<file path="src/rtl/usb_pkg.sv">
// usb_pkg: shared PID codes, CRC16 constants and field sizes for the bitstream encoder/decoder.
// Ports: none (package).
package usb_pkg;
   typedef enum logic [3:0] {
      OUT   = 4'b0001,
      IN    = 4'b1001,
      DATA0 = 4'b0011,
      ACK   = 4'b0010,
      NAK   = 4'b1010
   } pid_t;
   typedef enum logic [1:0] {S_IDLE, S_PID, S_DATA, S_CRC} enc_state_t;
   localparam logic [15:0] CRC16_POLY     = 16'h8005;
   localparam logic [15:0] CRC16_INIT     = 16'hFFFF;
   localparam logic [15:0] CRC16_RESIDUAL = 16'h800D;
   localparam int PID_BITS   = 8;
   localparam int DATA_BITS  = 64;
   localparam int CRC16_BITS = 16;
endpackage

</file>
<file path="src/rtl/crc16_gen.sv">
// crc16_gen: serial CRC16 register; init loads the seed, en folds in one bit, shift moves the remainder out MSB first.
// Ports: clk, rst (async high); init, en, shift controls; din serial bit; crc current register.
module crc16_gen
   import usb_pkg::*;
(
   input  logic                  clk,
   input  logic                  rst,
   input  logic                  init,
   input  logic                  en,
   input  logic                  shift,
   input  logic                  din,
   output logic [CRC16_BITS-1:0] crc
);
   always_ff @(posedge clk or posedge rst)
      if (rst) crc <= CRC16_INIT;
      else if (init) crc <= CRC16_INIT;
      else if (en) crc <= {crc[14:0], 1'b0} ^ ((crc[15] ^ din) ? CRC16_POLY : 16'h0000);
      else if (shift) crc <= {crc[14:0], 1'b0};
endmodule

</file>
<file path="src/rtl/bitstream_encoder.sv">
// bitstream_encoder: serializes ACK/NAK/DATA0 packets (PID, payload, CRC16) one bit per unpaused cycle.
// Ports: clk, rst (async high); send_ack/send_nak/send_data requests; data_in payload; pause stall;
//        outb serial bit; sending packet active; ready idle; done end-of-packet pulse.
module bitstream_encoder
   import usb_pkg::*;
#(
   parameter int DATA_W = 64,
   parameter int CRC_W  = 16
) (
   input  logic              clk,
   input  logic              rst,
   input  logic              send_ack,
   input  logic              send_nak,
   input  logic              send_data,
   input  logic [DATA_W-1:0] data_in,
   input  logic              pause,
   output logic              outb,
   output logic              sending,
   output logic              ready,
   output logic              done
);
   enc_state_t        state, state_n;
   pid_t              pid_q, sel;
   logic [7:0]        pid_sr;
   logic [DATA_W-1:0] data_sr;
   logic [CRC_W-1:0]  crc;
   logic [6:0]        cnt, cnt_end;
   logic              accept, adv, last;
   assign ready   = state == S_IDLE;
   assign sending = state != S_IDLE;
   assign accept  = ready & (send_ack | send_nak | send_data);
   assign adv     = sending & ~pause;
   assign sel     = send_ack ? ACK : send_nak ? NAK : DATA0;
   assign cnt_end = state == S_PID ? 7'(PID_BITS - 1) : state == S_DATA ? 7'(DATA_BITS - 1) : 7'(CRC16_BITS - 1);
   assign last    = adv & (cnt == cnt_end);
   assign outb    = state == S_PID ? pid_sr[0] : state == S_DATA ? data_sr[0] : state == S_CRC ? ~crc[15] : 1'b0;
   crc16_gen u_crc (
      .clk  (clk),
      .rst  (rst),
      .init (accept),
      .en   (adv & (state == S_DATA)),
      .shift(adv & (state == S_CRC)),
      .din  (data_sr[0]),
      .crc  (crc)
   );
   always_ff @(posedge clk or posedge rst)
      if (rst) state <= S_IDLE;
      else state <= state_n;
   always_comb begin
      state_n = state;
      case (state)
         S_IDLE:  state_n = accept ? S_PID : S_IDLE;
         S_PID:   state_n = last ? (pid_q == DATA0 ? S_DATA : S_IDLE) : S_PID;
         S_DATA:  state_n = last ? S_CRC : S_DATA;
         default: state_n = last ? S_IDLE : S_CRC;
      endcase
   end
   // done marks the first IDLE cycle after any packet's final bit was consumed
   always_ff @(posedge clk or posedge rst)
      if (rst) begin
         cnt     <= '0;
         pid_sr  <= '0;
         data_sr <= '0;
         pid_q   <= ACK;
         done    <= 1'b0;
      end else begin
         done <= sending & (state_n == S_IDLE);
         if (accept) begin
            pid_q   <= sel;
            pid_sr  <= {~sel, sel};
            data_sr <= data_in;
            cnt     <= '0;
         end else if (adv) begin
            cnt <= last ? 7'd0 : cnt + 7'd1;
            if (state == S_PID) pid_sr <= pid_sr >> 1;
            if (state == S_DATA) data_sr <= data_sr >> 1;
         end
      end
endmodule

</file>
<file path="config.mk">
export PLATFORM = sky130hd
export DESIGN_NAME = bitstream_encoder
export DESIGN_NICKNAME = d
export VERILOG_FILES = /design/src/rtl/usb_pkg.sv /design/src/rtl/crc16_gen.sv /design/src/rtl/bitstream_encoder.sv
export SDC_FILE = /design/constraint.sdc
export NUM_CORES = 1
export LEC_CHECK = 0
export ABC_AREA = 0
export ABC_CLOCK_PERIOD_IN_PS = 5300
export BUFFER_PORTS_ARGS = -buffer_cell sky130_fd_sc_hd__buf_4
export CELL_PAD_IN_SITES_DETAIL_PLACEMENT = 1
export CELL_PAD_IN_SITES_GLOBAL_PLACEMENT = 2
export CORE_MARGIN = 2
export CORE_UTILIZATION = 39
export CTS_BUF_LIST = sky130_fd_sc_hd__clkbuf_8
export DETAILED_ROUTE_END_ITERATION = 16
export GPL_TIMING_DRIVEN = 0
export PLACE_DENSITY_LB_ADDON = 0.1
export SYNTH_ARGS = -nofsm -noshare
export SYNTH_HDL_FRONTEND = slang
export SYNTH_HIERARCHICAL = 1
export SYNTH_SLANG_ARGS = --single-unit
</file>
<file path="constraint.sdc">
create_clock -name clk -period 5.3 [get_ports clk]
set_clock_uncertainty 0.1 [all_clocks]
set_input_delay 0.795 -clock clk [delete_from_list [all_inputs] [get_ports clk]]
set_output_delay 0.795 -clock clk [all_outputs]
set_load 0.02 [all_outputs]
</file>
==> results by group, run 1 <==
Clock tree
  • TritonCTS buffer count: 9
  • Post-CTS setup buffer count: 0
  • CTS Root Cell: clkbuf_8
  • Clock input transition at the sequential cells of the worst setup and hold paths: 90 ps
  • CTS Buffer Depth: 2
  • Post-CTS Hold Fix Bufs: 0
  • Total clock sinks: 100
  • Skew-Pair Late Insertion Delay: 370 ps
  • Gates resized, CTS repair: 0
  • # H-tree levels: 3
  • Clock tree from TritonCTS: yes

STA
  • Total Neg Setup Slack: 0 ps
  • Number of setup violations in the final report: 0
  • Worst-Margin Slew: 592 ps
  • Relative max-transition margin: 0.605
  • Count of pins over their slew limit: 0
  • Maximum operating frequency: 376 MHz
  • Unrepaired setup endpoints after global routing: false
  • Fin. Hold Viols: 0
  • Final cycle utilization of the critical path: 0.502
  • Post-layout minimum cycle time: 2660 ps

Synthesis
  • Number of warnings issued by yosys: 6
  • Number of synthesized register bits: 100
  • Fraction of post-synthesis cell area in the top cell type by area: 0.456
  • Post-synth EDFFs: 0
  • Number of instances in the synthesized netlist: 479
  • Dominant cell by count in the synthesized netlist: nand2_1
  • Synthesized area divided by synthesized cell count: 9.62 µm²
  • Cell area after technology mapping: 4610 µm²
  • Count of cell types in the netlist: 45
  • Proportion of synthesized chip area in sequential cells: 0.547
  • Most instantiated flip-flop cell in the synthesis netlist: dfrtp_1
  • Net count after synthesis: 550
  • Proportion of register bits with asynchronous set or reset after synthesis: 1.00
  • Synth area leader: dfrtp_1
  • Commonest cells in the netlist: 149 x nand2_1, 84 x dfrtp_1, 62 x a22oi_1
  • Area contributors post-synth: dfrtp_1 46%, nand2_1 12%, a22oi_1 10%, dfstp_2 9.1%, buf_2 2.6%

Global route
  • Via count of the first global-routing pass: 3,958
  • Pin count of the biggest net entering global routing: 63
  • Wire length of the first global-routing pass: 19,400 µm
  • Antenna violations before repair: 0
  • Global-route usage over all layers: 0.189
  • GRT Residual Overflow: 0

Detailed routing
  • DRC violation total after the first TritonRoute iteration: 186
  • Pre-Repair DR Iteration Count: 4
  • Routed WL per cell: 16.0 µm
  • Via density: 5.21
  • Post-Route WL: 11,400 µm
  • Detailed-route via count: 3,703
  • Post-DRT Antenna Nets: 0
  • Number of design rule violations left after detail routing: 0

Floorplanning
  • Initial Util: 0.402
  • Die Ht: 113 µm
  • Core Region: 11,500 µm²
  • Number of core rows: 39
  • Width of the die: 113 µm
  • Overall die area: 12,700 µm²
  • Number of ports placed on the die boundary: 74

Worst setup path
  • Startpoint type of the worst setup path: input port
  • Crit. End Element: register
  • WP data arrival: 2870 ps
  • Crit Path Category: input port to register
  • Max FO, Critical Path: 10
  • Number of cell instances on the worst register-to-register path: 9
  • Req. time, crit path: 5510 ps

Layout
  • Area used by multi-input combinational logic: 1850 µm²
  • Fraction of final layout cells sized beyond drive strength 1: 0.283
  • Area of all placed cells without fillers: 5520 µm²
  • Count of antenna diodes in the layout: 0
  • Final-stage net count: 635
  • FF/Latch Area: 2520 µm²
  • P&R area growth vs syn: 19.9%
  • Fill cell total of the finished layout: 1,341

Run
  • Number of violations of the max-capacitance limit: 0

Status
  • Run status: finished clean

Power
  • Power Dens Cells: 310 nW/µm²
  • Largest vdd supply drop: 230 µV
  • Leakage power: 2.73 nW

Placement
  • GP Congestion: 0.738
  • Half-perimeter wire length after detailed placement: 8010 µm
  • Number of I/O port buffers: 73
  • Post-Place Cell Area: 5370 µm²

Hold path
  • Class of the tightest hold or removal check: input port to async pin
[critical path: stages]
cell,delay (ps)
buf_4,110
nor3_1,260
nand2b_1,300
inv_2,170
buf_2,240
buf_6,160
or3_4,380
buf_6,150
buf_12,150
nor2_2,100
a21oi_2,40
[layout by cell type, fill, tap and decap left out, types with 2 or more instances in the layout]
cell,n
dfrtp_1,84
o21ai_1,2
nor2b_1,4
o21bai_1,3
o21ai_2,2
clkinv_2,2
buf_6,2
nor2_2,6
nor3_1,6
nand2b_1,6
clkbuf_8,10
mux2i_1,5
buf_12,2
xor2_1,2
a21oi_2,13
a21o_1,2
a41o_1,2
buf_4,75
a22oi_1,62
inv_1,8
nand3_1,10
buf_2,24
or3_1,4
dfstp_2,16
o21ai_0,10
or4_1,2
nor2_1,26
a21oi_1,8
nand2_1,149
[sequential cells by signal, indices dropped and copies added (netlist names)]
name and cells:
pid_sr 8, pid_q 2, done 1, state 2
u_crc/crc 16, cnt 7, data_sr 64
[worst paths after layout]
path / from / end / slack, ps
worst max-delay path: send_nak / u_crc/crc[6] / 2640
worst min-delay path: rst / data_sr[6] / 290
worst max register to register: state[1] / u_crc/crc[3] / 2670
worst min register to register: u_crc/crc[0] / u_crc/crc[0] / 380
max in group asynchronous: rst / data_sr[1] / 4160
min in group clk: u_crc/crc[0] / u_crc/crc[0] / 380
[where the power goes]
part           switching, mW  internal (mW)  total, mW
clock network          0.259          0.175      0.434
registers             0.0904          0.912       1.00
logic                  0.144          0.133      0.276
total                  0.493           1.22       1.71
[stage by stage]
step	total power [mW]	worst slack, ps	hold WS, ps	utilization	instances
CTS	1.74	2580	283	0.482	711
finish	1.71	2640	291	0.482	711
global placement	1.27	1060	354	0.465	695
global route	1.83	2390	287	0.482	711
detailed placement	1.30	2220	365	0.468	696
floorplan	1.18	2240	339	-	479
[routing by layer]
metal	wire length (µm)	global-route usage
met2	5310	0.307
met4	94	0.0390
met3	531	0.0520
met1	5460	0.255
met5	0	0
[cells by family after synthesis]
logic type,Yosys count,share of synthesized area
compound gates,110,0.177
xor+xnor,2,0.00380
fa+ha+maj,1,0.00271
buf+inv,39,0.0502
flops,100,0.547
mux,6,0.0133
simple gates,221,0.205
[cell type report]
type / instances / share of cell area
flip-flops and latches: 100 / 0.457
clock buffers: 10 / 0.0249
well taps: 143 / 0.0324
repair buffers: 74 / 0.104
plain buffers: 31 / 0.0365
clock inverters: 5 / 0.00385
multi-input cells: 340 / 0.336
inverters: 8 / 0.00589
Note: power is estimated with default switching activity, not from simulation.
==> run 2, diff against run 1 <==
- ABC_AREA: 0 -> 1
- ABC_CLOCK_PERIOD_IN_PS: 5300 -> 2200
- CORE_UTILIZATION: 39 -> 34
- clock period: 5.3 -> 2.2 ns (I/O delays scaled with it)
==> run 2 against run 1 <==
Effect of this change:
- combinational power grew to 10 times the previous value
- non-clock buffer count down 2
- synthesized area increased by 7.3%
- core utilization fell by 6.7 points
- clock power rose by 140%
- largest power group unchanged
- critical endpoint is now outb
- worst setup slack worse by 2400 ps
- global-route usage fell by 3.2 points
- register-to-register slack worse by 2400 ps
- via count decreased by 0.89%
- synthesized cell count increased by 1.5%
- final cell count grew 7.3%
==> results by group, run 2 <==
Worst setup path
  • Crit. End Element: primary output
  • CP most frequent cell: nand2_1
  • FF-to-FF Start: state[0]
  • Startpoint type of the worst setup path: register
  • Req. time, crit path: 1770 ps (-3740 ps)
  • Worst reg2reg endpoint: u_crc/crc[6]
  • Crit Path Category: register to primary output
  • Family of cells with the greatest summed delay on the critical path: buffers and inverters
  • Cells along the critical path: inv_2, nand2_1, inv_1, nand2_1, o211ai_1, buf_4
  • Slowest cell on the critical path: dfrtp_1
  • Biggest cell delay along the critical path: 430 ps (+50 ps)
  • WP data arrival: 1560 ps (-1310 ps)
  • Number of buffers and inverters on the critical path: 3 (-3)
  • Setup slack of the worst register-to-register path: 220 ps (-2450 ps)
  • Number of cell instances on the worst register-to-register path: 8 (-1)
  • Max FO, Critical Path: 6 (-4)

Hold path
  • Min-Delay Path Depth: 3
  • Launch point of the worst hold path: data_in[10]
  • Class of the tightest hold or removal check: input port to register
  • Worst Hold Endpoint: data_sr[10]

Floorplanning
  • Width of the die: 125 µm (+11%)
  • Number of ports placed on the die boundary: 74 (unchanged)
  • Initial Util: 0.344 (-0.0578)
  • Number of core rows: 44 (+13%)
  • Core Region: 14,400 µm² (+25%)
  • Die Ht: 125 µm (+11%)
  • Overall die area: 15,500 µm² (+22%)

Detailed routing
  • Post-DRT Antenna Nets: 0 (unchanged)
  • Pre-Repair DR Iteration Count: 4 (unchanged)
  • Via density: 4.81 (-7.6%)
  • Post-Route WL: 11,400 µm (-0.21%)
  • Routed WL per cell: 14.9 µm (-7.0%)
  • Detailed-route via count: 3,670 (-0.89%)
  • Number of design rule violations left after detail routing: 0 (unchanged)
  • DRC violation total after the first TritonRoute iteration: 147 (-21%)

Placement
  • Number of I/O port buffers: 73 (unchanged)
  • Number of placed instances with taps included: 745 (+7.0%)
  • GP Congestion: 0.745 (+0.99%)
  • Post-placement worst setup slack: -39.3 ps (-2260 ps)
  • Half-perimeter wire length after detailed placement: 8510 µm (+6.2%)

Layout
  • Count of antenna diodes in the layout: 0 (unchanged)
  • Fill cell total of the finished layout: 1,645 (+23%)
  • Final-stage net count: 646 (+1.7%)
  • Non-filler cells in the finished layout: 763 (+7.3%)
  • Fraction of final layout cells sized beyond drive strength 1: 0.392 (+0.109)
  • Number of flip-flops under the largest register name: 64 (unchanged)
  • Most flops, register: data_sr
  • Commonest non-fill, non-tap cells in the layout: 103 x inv_1, 84 x dfrtp_1, 79 x buf_4
  • Leading cell type in the layout, fill and taps excluded: inv_1
  • P&R area growth vs syn: 20.6%
  • Largest registers in the final layout: data_sr: 64 flops, u_crc/crc: 16 flops, pid_sr: 8 flops

Synthesis
  • Net count after synthesis: 557 (+1.3%)
  • Commonest cells in the netlist: 102 x inv_1, 84 x dfrtp_1, 63 x nand2_1
  • Number of warnings issued by yosys: 6 (unchanged)
  • Dominant cell by count in the synthesized netlist: inv_1
  • Post-synth EDFFs: 0 (unchanged)
  • Complex-gate fraction of the synthesized area: 0.215 (+0.0381)
  • Mux cell area share after synthesis: 0 (-0.0133)
  • Fraction of post-synthesis cell area in the top cell type by area: 0.425 (-0.0309)
  • Number of instances in the synthesized netlist: 486 (+1.5%)
  • Cell area after technology mapping: 4940 µm² (+7.3%)
  • Synth area leader: dfrtp_1
  • Main combinational cell family by area after synthesis: compound AO/OA/AOI/OAI gates
  • Synthesized area divided by synthesized cell count: 10.2 µm² (+5.7%)
  • Synth Area in Simple Gates: 0.155 (-0.0506)
  • Post-synthesis share of cell area spent on xor and xnor gates: 0 (-0.00380)
  • Post-Synth Adder-Cell Area: 0.00253 (-0.000184)
  • Area contributors post-synth: dfrtp_1 43%, o221ai_2 12%, dfstp_2 8.5%, inv_1 7.7%, nand2_2 5.3%
  • Count of cell types in the netlist: 34 (-24%)
  • Number of synthesized register bits: 100 (unchanged)
  • Most instantiated flip-flop cell in the synthesis netlist: dfrtp_1
  • Proportion of synthesized chip area in sequential cells: 0.510 (-0.0371)
  • Proportion of register bits with asynchronous set or reset after synthesis: 1.00 (unchanged)

STA
  • Count of pins over their slew limit: 0 (unchanged)
  • Relative max-transition margin: 0.584 (-0.0205)
  • Number of setup violations in the final report: 0 (unchanged)
  • Fin. Hold Viols: 0 (unchanged)
  • Worst-Margin Slew: 623 ps (+30.7 ps)
  • Maximum operating frequency: 502 MHz
  • Post-layout minimum cycle time: 1990 ps
  • Final setup margin: 208 ps (-2430 ps)
  • Hold slack: 49.8 ps (-241 ps)
  • Unrepaired setup endpoints after global routing: false
  • Final cycle utilization of the critical path: 0.905

Status
  • Run status: finished clean

Run
  • Number of violations of the max-capacitance limit: 0 (unchanged)

Power
  • Power Dens Cells: 1150 nW/µm² (+270%)
  • Cell internal power dissipation: 4.28 mW (+250%)
  • Logic pwr share: 0.407 (+0.246)
  • Total power consumption of the routed design: 6.83 mW (+300%)
  • Leakage power: 2.81 nW (+3.1%)
  • Proportion of power drawn by flip-flops and latches: 0.440 (-0.145)
  • Power dissipated by switching net loads: 2.55 mW (+420%)
  • Clock power share: 0.152 (-0.102)
  • Largest vdd supply drop: 403 µV (+75%)
  • Switching part of the total power: 0.373 (+0.0855)

Clock tree
  • CTS Root Cell: clkbuf_8
  • Total clock sinks: 100 (unchanged)
  • # H-tree levels: 3 (unchanged)
  • TritonCTS buffer count: 9 (unchanged)
  • Skew-Pair Late Insertion Delay: 380 ps (about the same)
  • CTS Buffer Depth: 2 (unchanged)
  • Clock input transition at the sequential cells of the worst setup and hold paths: 100 ps (about the same)
  • Clock tree from TritonCTS: yes

Global route
  • Wire length of the first global-routing pass: 19,800 µm (+2.3%)
  • Global-route usage over all layers: 0.157 (-0.0315)
  • GRT Residual Overflow: 0 (unchanged)
  • Pin count of the biggest net entering global routing: 40 (-37%)
  • Antenna violations before repair: 0 (unchanged)
  • Via count of the first global-routing pass: 3,973 (+0.38%)
run 2: changes by cell type in the layout (fill, tap and decap cells not counted), moves of 12 or more:
cell	previous run	this run
o221ai_2	0	40
buf_2	24	12
nand2_2	0	41
nor2_1	26	10
inv_1	8	103
o221ai_1	0	21
nand2_1	149	63
a22oi_1	62	11
a21oi_2	13	0
run 2: worst max path at each step:
stage / start / endpoint / slack, ps / cells after the start
floorplan: state[1] / u_crc/crc[10] / 360 / 9
global placement: pause / u_crc/crc[6] / -70 / 9
detailed placement: pause / u_crc/crc[6] / -40 / 9
CTS: state[1] / u_crc/crc[6] / 10 / 9
global route: state[1] / outb / 70 / 6
finish: state[1] / outb / 210 / 6
run 2: timing repair:
item,in CTS,in global routing
pin swaps,1,1
endpoints found under the hold margin,14,0
gates resized for setup,0,2
hold buffers,1,0
cloned,0,0
buffers inserted,0,3
endpoints found under the setup margin,9,15
run 2: logic make-up after synthesis:
kind of cell,count (synthesis)
AOI/OAI and AO/OA,104
buffers and inverters,132
and+or+nand+nor,149
adders and majority gates,1
DFF,100
run 2: cell type report:
type                       instances  area, µm²  area share
clock inverter                     6       35.0     0.00588
multi-input combinational        254       1850       0.310
sequential                       100       2520       0.423
timing repair buffer              79        621       0.104
clock buffer                       9        124      0.0208
inverter                         107        408      0.0684
buffer                            24        173      0.0290
tap                              184        230      0.0386
run 2: power by group through the flow:
stage / sequential (mW) / combinational (mW) / clock (mW)
floorplan: 2.97 / 2.17 / 0
global placement: 3.03 / 2.68 / 0
detailed placement: 3.06 / 2.80 / 0
CTS: 3.02 / 2.81 / 1.10
global route: 3.10 / 3.19 / 1.17
finish: 3.01 / 2.78 / 1.04
run 2: worst register-to-register path: stages, from the launching register on:
cell      delay (ps)
dfrtp_1          480
nor2_4           220
nand2_4          150
clkbuf_4         240
inv_1            200
inv_2             70
a21oi_4          210
buf_6            180
a22oi_1           80
run 2: stage by stage:
stage | utilization | area [µm²] | setup TNS, ps
2_1_floorplan | - | 4950 | 0
3_3_place_gp | 0.398 | 5730 | -611
3_5_place_dp | 0.401 | 5770 | -292
4_1_cts | 0.413 | 5930 | 0
5_1_grt | 0.415 | 5960 | 0
6_report | 0.415 | 5960 | 0
run 2: routing by layer:
| metal | global-route usage | up-vias | wire length (µm) |
|---|---|---|---|
| li1 | - | 1798 | - |
| met1 | 0.216 | 1799 | 5320 |
| met2 | 0.249 | 63 | 5480 |
| met3 | 0.0438 | 10 | 460 |
| met4 | 0.0337 | 0 | 105 |
| met5 | 0 | - | 0 |
==> run 3, diff against run 2 <==
- PLACE_DENSITY_LB_ADDON: 0.1 -> 0.25
==> run 3 against run 2 <==
Effect of this change:
- hold slack worse by 3.0 ps
- first-iteration DRC count up 6.1%
- routed wire length rose by 2.3%
- final cell count increased by 0.26%
- flip-flop and latch count stayed put
- core utilization grew 0.15 points
- count of clock-buffer cells in the layout increased by 1
- worst setup slack worse by 15 ps
- critical path depth is 5 higher
==> results by group, run 3 (same netlist as run 2, synthesis figures left out) <==
Worst setup path
  • Crit. End Element: register
  • WP data arrival: 2220 ps (+660 ps)
  • Cells along the critical path: inv_2, nor2_4, nand2_2, buf_6, buf_6, clkinvlp_4, nor3_4, buf_4, nand2_1, nand2_1, inv_1
  • Startpoint type of the worst setup path: register
  • Slowest cell on the critical path: dfrtp_1
  • Req. time, crit path: 2420 ps (+650 ps)
  • Biggest cell delay along the critical path: 420 ps (about the same)
  • Number of buffers and inverters on the critical path: 6 (+3)
  • Crit Path Category: register to register
  • Family of cells with the greatest summed delay on the critical path: buffers and inverters
  • Max FO, Critical Path: 10 (+4)

Placement
  • Half-perimeter wire length after detailed placement: 8440 µm (-0.81%)
  • Post-placement worst setup slack: -97.1 ps (-57.8 ps)
  • Number of I/O port buffers: 73 (unchanged)
  • GP Congestion: 0.741 (-0.56%)
  • Post-Place Cell Area: 5770 µm² (unchanged)
  • Number of placed instances with taps included: 745 (unchanged)

Clock tree
  • Total clock sinks: 100 (unchanged)
  • TritonCTS buffer count: 9 (unchanged)
  • CTS Root Cell: clkbuf_8
  • CTS Buffer Depth: 2 (unchanged)
  • Skew-Pair Late Insertion Delay: 380 ps (about the same)
  • Clock input transition at the sequential cells of the worst setup and hold paths: 100 ps (about the same)
  • # H-tree levels: 3 (unchanged)
  • Clock tree from TritonCTS: yes

STA
  • Count of pins over their slew limit: 0 (unchanged)
  • Final setup margin: 193 ps (-15.1 ps)
  • Maximum operating frequency: 498 MHz (-0.75%)
  • Number of setup violations in the final report: 0 (unchanged)
  • Hold slack: 46.8 ps (-3.05 ps)
  • Relative max-transition margin: 0.586 (+0.00147)
  • Total Neg Setup Slack: 0 ps (unchanged)
  • Unrepaired setup endpoints after global routing: false
  • Worst-Margin Slew: 621 ps (-2.20 ps)
  • Final cycle utilization of the critical path: 0.912 (+0.00686)
  • Post-layout minimum cycle time: 2010 ps (+15.1 ps)
  • Fin. Hold Viols: 0 (unchanged)

Layout
  • Util after Layout: 0.416 (+0.00148)
  • Non-filler cells in the finished layout: 765 (+0.26%)
  • Most flops, register: data_sr
  • Number of flip-flops under the largest register name: 64 (unchanged)
  • Count of antenna diodes in the layout: 0 (unchanged)
  • P&R area growth vs syn: 21.0%
  • Commonest non-fill, non-tap cells in the layout: 104 x inv_1, 84 x dfrtp_1, 79 x buf_4
  • Fraction of final layout cells sized beyond drive strength 1: 0.392 (about the same)
  • Final-stage net count: 647 (+0.15%)
  • Leading cell type in the layout, fill and taps excluded: inv_1
  • Area of all placed cells without fillers: 5980 µm² (+0.36%)
  • Largest registers in the final layout: data_sr: 64 flops, u_crc/crc: 16 flops, pid_sr: 8 flops
  • Fill cell total of the finished layout: 1,638 (-0.43%)

Detailed routing
  • Pre-Repair DR Iteration Count: 4 (unchanged)
  • DRC violation total after the first TritonRoute iteration: 156 (+6.1%)
  • Detailed-route via count: 3,718 (+1.3%)
  • Via density: 4.86 (+1.0%)
  • Number of design rule violations left after detail routing: 0 (unchanged)
  • Routed WL per cell: 15.2 µm (+2.0%)
  • Post-Route WL: 11,600 µm (+2.3%)
  • Post-DRT Antenna Nets: 0 (unchanged)

Power
  • Leakage power: 2.82 nW (+0.38%)
  • Total power consumption of the routed design: 6.88 mW (+0.74%)
  • Power Dens Cells: 1150 nW/µm² (+0.38%)
  • Largest vdd supply drop: 351 µV (-13%)

Hold path
  • Class of the tightest hold or removal check: input port to register

Floorplanning
  • Number of ports placed on the die boundary: 74 (unchanged)
  • Width of the die: 125 µm (unchanged)
  • Die Ht: 125 µm (unchanged)
  • Initial Util: 0.344 (unchanged)
  • Number of core rows: 44 (unchanged)
  • Overall die area: 15,500 µm² (unchanged)
  • Core Region: 14,400 µm² (unchanged)

Global route
  • GRT Residual Overflow: 0 (unchanged)
  • Via count of the first global-routing pass: 4,046 (+1.8%)
  • Wire length of the first global-routing pass: 19,900 µm (+0.28%)
  • Global-route usage over all layers: 0.158 (+0.00124)
  • Pin count of the biggest net entering global routing: 34 (-15%)
  • Antenna violations before repair: 0 (unchanged)

Run
  • Number of violations of the max-capacitance limit: 0 (unchanged)

Status
  • Run status: finished clean
run 3: changes by cell type in the layout (fill, tap and decap cells not counted), sizes merged:
cell      delta
buf          +2
clkinv       +1
clkinvlp     -2
inv          +1
run 3: area by class of cell:
class	count	area, µm²	share of cell area
tap	184	230	0.0385
sequential	100	2520	0.422
inverter	107	412	0.0688
timing repair buffer	79	621	0.104
buffer	25	188	0.0314
clock buffer	10	138	0.0230
clock inverter	6	28.8	0.00481
multi-input combinational	254	1840	0.308
run 3: layer usage:
layer | GRT usage | routed length (µm)
met5 | 0 | 0
met4 | 0.0575 | 201
met3 | 0.0296 | 370
met2 | 0.256 | 5530
met1 | 0.213 | 5530
run 3: worst register-to-register path, cell delays in order (launching register included):
cell	delay, ps
dfrtp_1	420
inv_2	130
nor2_4	70
nand2_2	120
buf_6	170
buf_6	170
clkinvlp_4	160
nor3_4	290
buf_4	170
nand2_1	40
nand2_1	70
inv_1	40
run 3: worst paths after layout:
check | start | end | slack, ps | depth (start not counted)
max in group asynchronous | rst | data_sr[47] | 990 | 4
min in group asynchronous | rst | pid_sr[4] | 460 | 3
max reg2reg | state[1] | u_crc/crc[2] | 190 | 11
min | data_in[39] | data_sr[39] | 50 | 3
min reg2reg | u_crc/crc[5] | u_crc/crc[6] | 390 | 2
max | state[1] | u_crc/crc[2] | 190 | 11
run 3: power by group:
part | total [mW] | internal, mW | switching (mW)
Clock | 1.07 | 0.428 | 0.638
Combinational | 2.80 | 1.16 | 1.64
Sequential | 3.01 | 2.72 | 0.290
Total | 6.88 | 4.31 | 2.57
run 3: what timing repair did:
item | CTS | global route
setup buffers | 3 | 0
setup endpoints to repair | 11 | 15
hold buffers | 1 | 0
pin swaps | 1 | 1
gates resized for setup | 0 | 7
cloned | 0 | 0
hold endpoints to repair | 20 | 0
